$ cat src/rtl/wdg_window_cntr.sv
// Windowed watchdog down-counter with tick prescaler, early-kick detection,
// and two-stage expiry: a bark interrupt followed by a sticky bite reset request.
//
// Ports:
//   mtick_clk    : single clock (mtime tick domain)
//   res_n        : synchronous active-low reset
//   en           : watchdog enable (level)
//   kick         : software service request, evaluated every cycle
//   init_cnt     : timeout reload value
//   win_cnt      : window threshold; a kick is legal only when count_wdg <= win_cnt
//   bark_cnt     : grace count loaded on entry to BARK
//   presc_div    : a tick occurs every presc_div+1 clocks
//   count_wdg    : current count
//   state        : 0=IDLE, 1=RUN, 2=BARK, 3=BITE
//   bark         : high while in BARK
//   bite         : high in BITE; sticky until reset
//   early_kick   : one-cycle pulse in the first BITE cycle after a closed-window kick
module wdg_window_cntr #(
    parameter int WIDTH       = 16,
    parameter int PRESC_WIDTH = 4
) (
    input  logic                   mtick_clk,
    input  logic                   res_n,
    input  logic                   en,
    input  logic                   kick,
    input  logic [WIDTH-1:0]       init_cnt,
    input  logic [WIDTH-1:0]       win_cnt,
    input  logic [WIDTH-1:0]       bark_cnt,
    input  logic [PRESC_WIDTH-1:0] presc_div,
    output logic [WIDTH-1:0]       count_wdg,
    output logic [1:0]             state,
    output logic                   bark,
    output logic                   bite,
    output logic                   early_kick
);

    typedef enum logic [1:0] {
        ST_IDLE = 2'd0,
        ST_RUN  = 2'd1,
        ST_BARK = 2'd2,
        ST_BITE = 2'd3
    } state_t;

    state_t                 state_q, state_d;
    logic [WIDTH-1:0]       cnt_q, cnt_d;
    logic [PRESC_WIDTH-1:0] presc_q, presc_d;
    logic                   bark_q, bark_d;
    logic                   bite_q, bite_d;
    logic                   early_q, early_d;

    logic tick;
    logic cnt_zero;
    logic win_open;

    // The prescaler only advances while the count is live (RUN/BARK).
    assign tick     = ((state_q == ST_RUN) || (state_q == ST_BARK))
                      && (presc_q == presc_div);
    assign cnt_zero = (cnt_q == '0);
    assign win_open = (cnt_q <= win_cnt);

    always_comb begin
        state_d = state_q;
        cnt_d   = cnt_q;
        presc_d = '0;
        early_d = 1'b0;

        unique case (state_q)
            ST_IDLE: begin
                // Track the reload value so RUN starts from a fresh init_cnt.
                cnt_d = init_cnt;
                if (en) begin
                    state_d = ST_RUN;
                end
            end

            ST_RUN: begin
                presc_d = tick ? '0 : presc_q + 1'b1;
                if (!en) begin
                    state_d = ST_IDLE;
                    cnt_d   = init_cnt;
                    presc_d = '0;
                end else if (kick) begin
                    presc_d = '0;
                    if (win_open) begin
                        cnt_d = init_cnt;
                    end else begin
                        // Kick arrived while the window was still closed.
                        state_d = ST_BITE;
                        cnt_d   = '0;
                        early_d = 1'b1;
                    end
                end else if (tick) begin
                    if (cnt_zero) begin
                        state_d = ST_BARK;
                        cnt_d   = bark_cnt;
                    end else begin
                        cnt_d = cnt_q - 1'b1;
                    end
                end
            end

            ST_BARK: begin
                presc_d = tick ? '0 : presc_q + 1'b1;
                if (!en) begin
                    state_d = ST_IDLE;
                    cnt_d   = init_cnt;
                    presc_d = '0;
                end else if (kick) begin
                    // Any kick rescues the watchdog from BARK.
                    state_d = ST_RUN;
                    cnt_d   = init_cnt;
                    presc_d = '0;
                end else if (tick) begin
                    if (cnt_zero) begin
                        state_d = ST_BITE;
                        cnt_d   = '0;
                    end else begin
                        cnt_d = cnt_q - 1'b1;
                    end
                end
            end

            ST_BITE: begin
                // Terminal until reset.
                cnt_d = '0;
            end

            default: begin
                state_d = ST_IDLE;
                cnt_d   = '0;
            end
        endcase

        bark_d = (state_d == ST_BARK);
        bite_d = (state_d == ST_BITE);
    end

    always_ff @(posedge mtick_clk) begin
        if (!res_n) begin
            state_q <= ST_IDLE;
            cnt_q   <= '0;
            presc_q <= '0;
            bark_q  <= 1'b0;
            bite_q  <= 1'b0;
            early_q <= 1'b0;
        end else begin
            state_q <= state_d;
            cnt_q   <= cnt_d;
            presc_q <= presc_d;
            bark_q  <= bark_d;
            bite_q  <= bite_d;
            early_q <= early_d;
        end
    end

    assign count_wdg  = cnt_q;
    assign state      = state_q;
    assign bark       = bark_q;
    assign bite       = bite_q;
    assign early_kick = early_q;

endmodule

$ cat config.mk
export PLATFORM = sky130hd
export DESIGN_NAME = wdg_window_cntr
export DESIGN_NICKNAME = d
export VERILOG_FILES = /design/src/rtl/wdg_window_cntr.sv
export SDC_FILE = /design/constraint.sdc
export NUM_CORES = 1
export LEC_CHECK = 0
export CAP_MARGIN = 20
export CELL_PAD_IN_SITES_DETAIL_PLACEMENT = 0
export CELL_PAD_IN_SITES_GLOBAL_PLACEMENT = 1
export CORE_MARGIN = 2
export CORE_UTILIZATION = 37
export CTS_BUF_LIST = sky130_fd_sc_hd__clkbuf_8
export DETAILED_ROUTE_END_ITERATION = 12
export PLACE_DENSITY_LB_ADDON = 0.1
export SYNTH_ARGS = -nofsm -noshare
export SYNTH_HDL_FRONTEND = slang
export SYNTH_SLANG_ARGS = --single-unit
$ cat constraint.sdc
create_clock -name mtick_clk -period 6.5 [get_ports mtick_clk]
set_input_delay 1.3 -clock mtick_clk [delete_from_list [all_inputs] [get_ports mtick_clk]]
set_output_delay 1.3 -clock mtick_clk [all_outputs]
set_load 0.01 [all_outputs]
==> metrics.yaml <==
outcome:
  status: "finished clean"
floorplanning:
  die_x_um: 86.7
  ios: 77
  core-area_um2: 6720
  die_h_um: 86.7
  start_util_pct: 37.7
  die_area_um2: 7520
  row_count: 30
pwr:
  p_per_area_nw_per_um2: 160
  p_leak_nw: 1.31
  p_seq_share_pct: 35.8
  p_sw_w: 0.000209
  pwr-share-comb_pct: 45.7
  p_int_w: 0.000330
  p_total_w: 0.000538
  switching_share_pct: 38.8
  ir_drop_v: 0.0000892
  clock_power_share_pct: 18.5
cts:
  tritoncts: "yes"
  cts_resized: 0
  cts_setup_buffers: 0
  cts_max_level: 1
  hold_buffers: 0
  cts.clk_slew.worst_paths_ps: 100
  cts_made_buffers: 3
  clockRootBuffer: "clkbuf_8"
  clock_latency_ps: 280
  clk_path_buf_depth: 2
  clock_sinks: 25
setup_path:
  crit_type: "input pin to flip-flop"
  cp-start-kind: "input pin"
  critPathRequiredTime_ps: 6640
  path_buf_inv: 2
  cp.arrival_ps: 3990
  critical_path_cell_count: 10
  worst_path_max_delay_cell: "clkdlybuf4s50_1"
  critPathCaptureType: "flip-flop"
  worst-r2r-cell-count: 7
  critical-path-max-stage-delay_ps: 460
  crit_chain: "clkdlybuf4s50_1 -> inv_1 -> ha_1 -> nand4_1 -> nor4_1 -> a21boi_0 -> or3_1 -> nand4b_1 -> a31oi_1 -> a221oi_1"
  cp_max_fo: 5
  crit_family: "simple AND/OR/NAND/NOR gates"
synthesis:
  postSynthCellCount: 343
  synth-main-ff-cell: "dfxtp_1"
  ys_ff_latch: 25
  synth_top_cell_area_share_pct: 19.8
  syn_nets: 421
  yosys-top-cells-area: "dfxtp_1, ha_1, a21oi_1"
  yosys.cell_types.count: 56
  avgSynthCellArea_um2: 7.38
  ys_seq_area_share_pct: 19.8
  synth-edff-count: 0
  synth-async-reset-ratio_pct: 0
  yosys.area.top_type: "dfxtp_1"
  synthesis.area_um2: 2530
  synth_warnings: 0
sta:
  finalMaxSlewViolations: 0
  hold_viol: 0
  setup_viol: 0
  tns_ps: 0
  fmax_mhz: 260
  rsz0062_at_grt: "false"
  max_slew.worst_pin.slew_ps: 842
  finalCritPeriodShare_pct: 59.2
  fin_crit_ps: 3850
  relSlewSlack_pct: 43.6
  skew_ps: 5.56
detailed_routing:
  routed_wl_mm: 8.45
  ant_nets: 0
  drc: 0
  vias_per_cell: 5.81
  firstDrtPassIters: 4
  drtIter0Drc: 182
  wl_per_cell_um: 17.4
  via_count: 2818
layout:
  final_cell_mix: "clkdlybuf4s50_1, nor2_1, inv_1, dfxtp_1, a21oi_1"
  drive_gt1_share_pct: 3.46
  syn_to_final_growth_pct: 32.7
  antenna_cells: 0
  final_common_cell: "clkdlybuf4s50_1"
  nNetsFinal: 484
global_route:
  grtUsageTotal_pct: 22.8
  antenna_found_initial: 0
  grt_overflow: 0
  grt_pass1_wl_mm: 13.7
  grt_max_degree: 20
  grt_pass1_vias: 2638
flow_run:
  drv_cap: 0
placement:
  io_buffer_count: 76
  dp_hpwl_mm: 6.38
  place.gp.congestion: 0.832
worst_hold_path:
  min_path_type: "flip-flop to flip-flop"
  min_delay_path_depth: 1
==> synth_stat cells (3+ instances only) <==
| master | instances |
|---|---|
| nor2_1 | 30 |
| dfxtp_1 | 25 |
| inv_1 | 25 |
| a21oi_1 | 23 |
| ha_1 | 22 |
| nand2_1 | 19 |
| clkbuf_1 | 16 |
| o21ai_0 | 16 |
| nand3_1 | 13 |
| o31ai_1 | 11 |
| nor3_1 | 10 |
| o21ai_1 | 10 |
| or3_1 | 10 |
| nor2b_1 | 9 |
| nor4_1 | 9 |
| xnor2_1 | 8 |
| a221oi_1 | 7 |
| nand4_1 | 6 |
| and3_1 | 5 |
| a211oi_1 | 4 |
| a22o_1 | 4 |
| and2_1 | 4 |
| nor3b_1 | 4 |
| a31oi_1 | 3 |
| mux2i_1 | 3 |
| nand2b_1 | 3 |
| o2111ai_1 | 3 |
| o211ai_1 | 3 |
| or4_4 | 3 |
| xor2_1 | 3 |
==> metrics by stage <==
stage | utilization, % | instances | cell area (um2) | worst slack, ps | hold slack [ps]
after global placement | 49.3 | 481 | 3310 | 2570 | 457
after global routing | 50.0 | 485 | 3360 | 2400 | 514
after floorplan | - | 343 | 2530 | 3240 | 440
after detailed placement | 49.3 | 481 | 3310 | 2410 | 467
after CTS | 50.0 | 485 | 3360 | 2690 | 493
final | 50.0 | 485 | 3360 | 2650 | 492
==> cell families (layout without fill, tap and decap cells) <==
family                   count (synthesis)  count (layout)  share of synthesized area (%)
AND/OR/NAND/NOR                        133             133                           28.9
multiplexers                             3               3                           1.19
XOR/XNOR                                11              11                           3.80
adder cells (fa/ha/maj)                 22              22                           10.9
AO/OA/AOI/OAI                          105             105                           28.2
flip-flops                              25              25                           19.8
buffers and inverters                   44             106                           7.31
==> cell type report <==
type	instances	area [um2]
Clock buffer	3	41.3
Clock inverter	1	5.00
Fill cell	701	3360
Inverter	25	93.8
Multi-Input combinational cell	274	1850
Sequential cell	25	500
Tap cell	80	100
Timing Repair Buffer	77	768
==> routing by layer <==
metal	GRT usage [%]	share of wire, %	up-vias
met1	34.9	50	1298
met5	0	0	-
li1	-	-	1414
met2	34.3	43	96
met4	3.69	1.4	0
met3	3.14	5.4	10
==> state kept, by name, summed over array words and instances, names as in the netlist, named ones only <==
name,flops
count_wdg,16
bite,1
bark,1
early_kick,1
state,1
presc_q,4
==> worst paths after layout <==
kind                startpoint             to  slack, ps
hold / removal      presc_q[0]     presc_q[0]        490
setup / recovery   win_cnt[15]  count_wdg[15]       2650
hold reg to reg     presc_q[0]     presc_q[0]        490
setup reg to reg  count_wdg[2]   count_wdg[5]       3550
==> power groups by stage <==
| stage | Clock, W | Combinational, W | Sequential, W |
|---|---|---|---|
| 2_1_floorplan | 0 | 0.000147 | 0.000191 |
| 3_3_place_gp | 0 | 0.000243 | 0.000196 |
| 3_5_place_dp | 0 | 0.000244 | 0.000196 |
| 4_1_cts | 0.0000998 | 0.000246 | 0.000192 |
| 5_1_grt | 0.000106 | 0.000273 | 0.000196 |
| 6_report | 0.0000998 | 0.000246 | 0.000192 |
No activity file was read; power rests on OpenSTA's default activity.
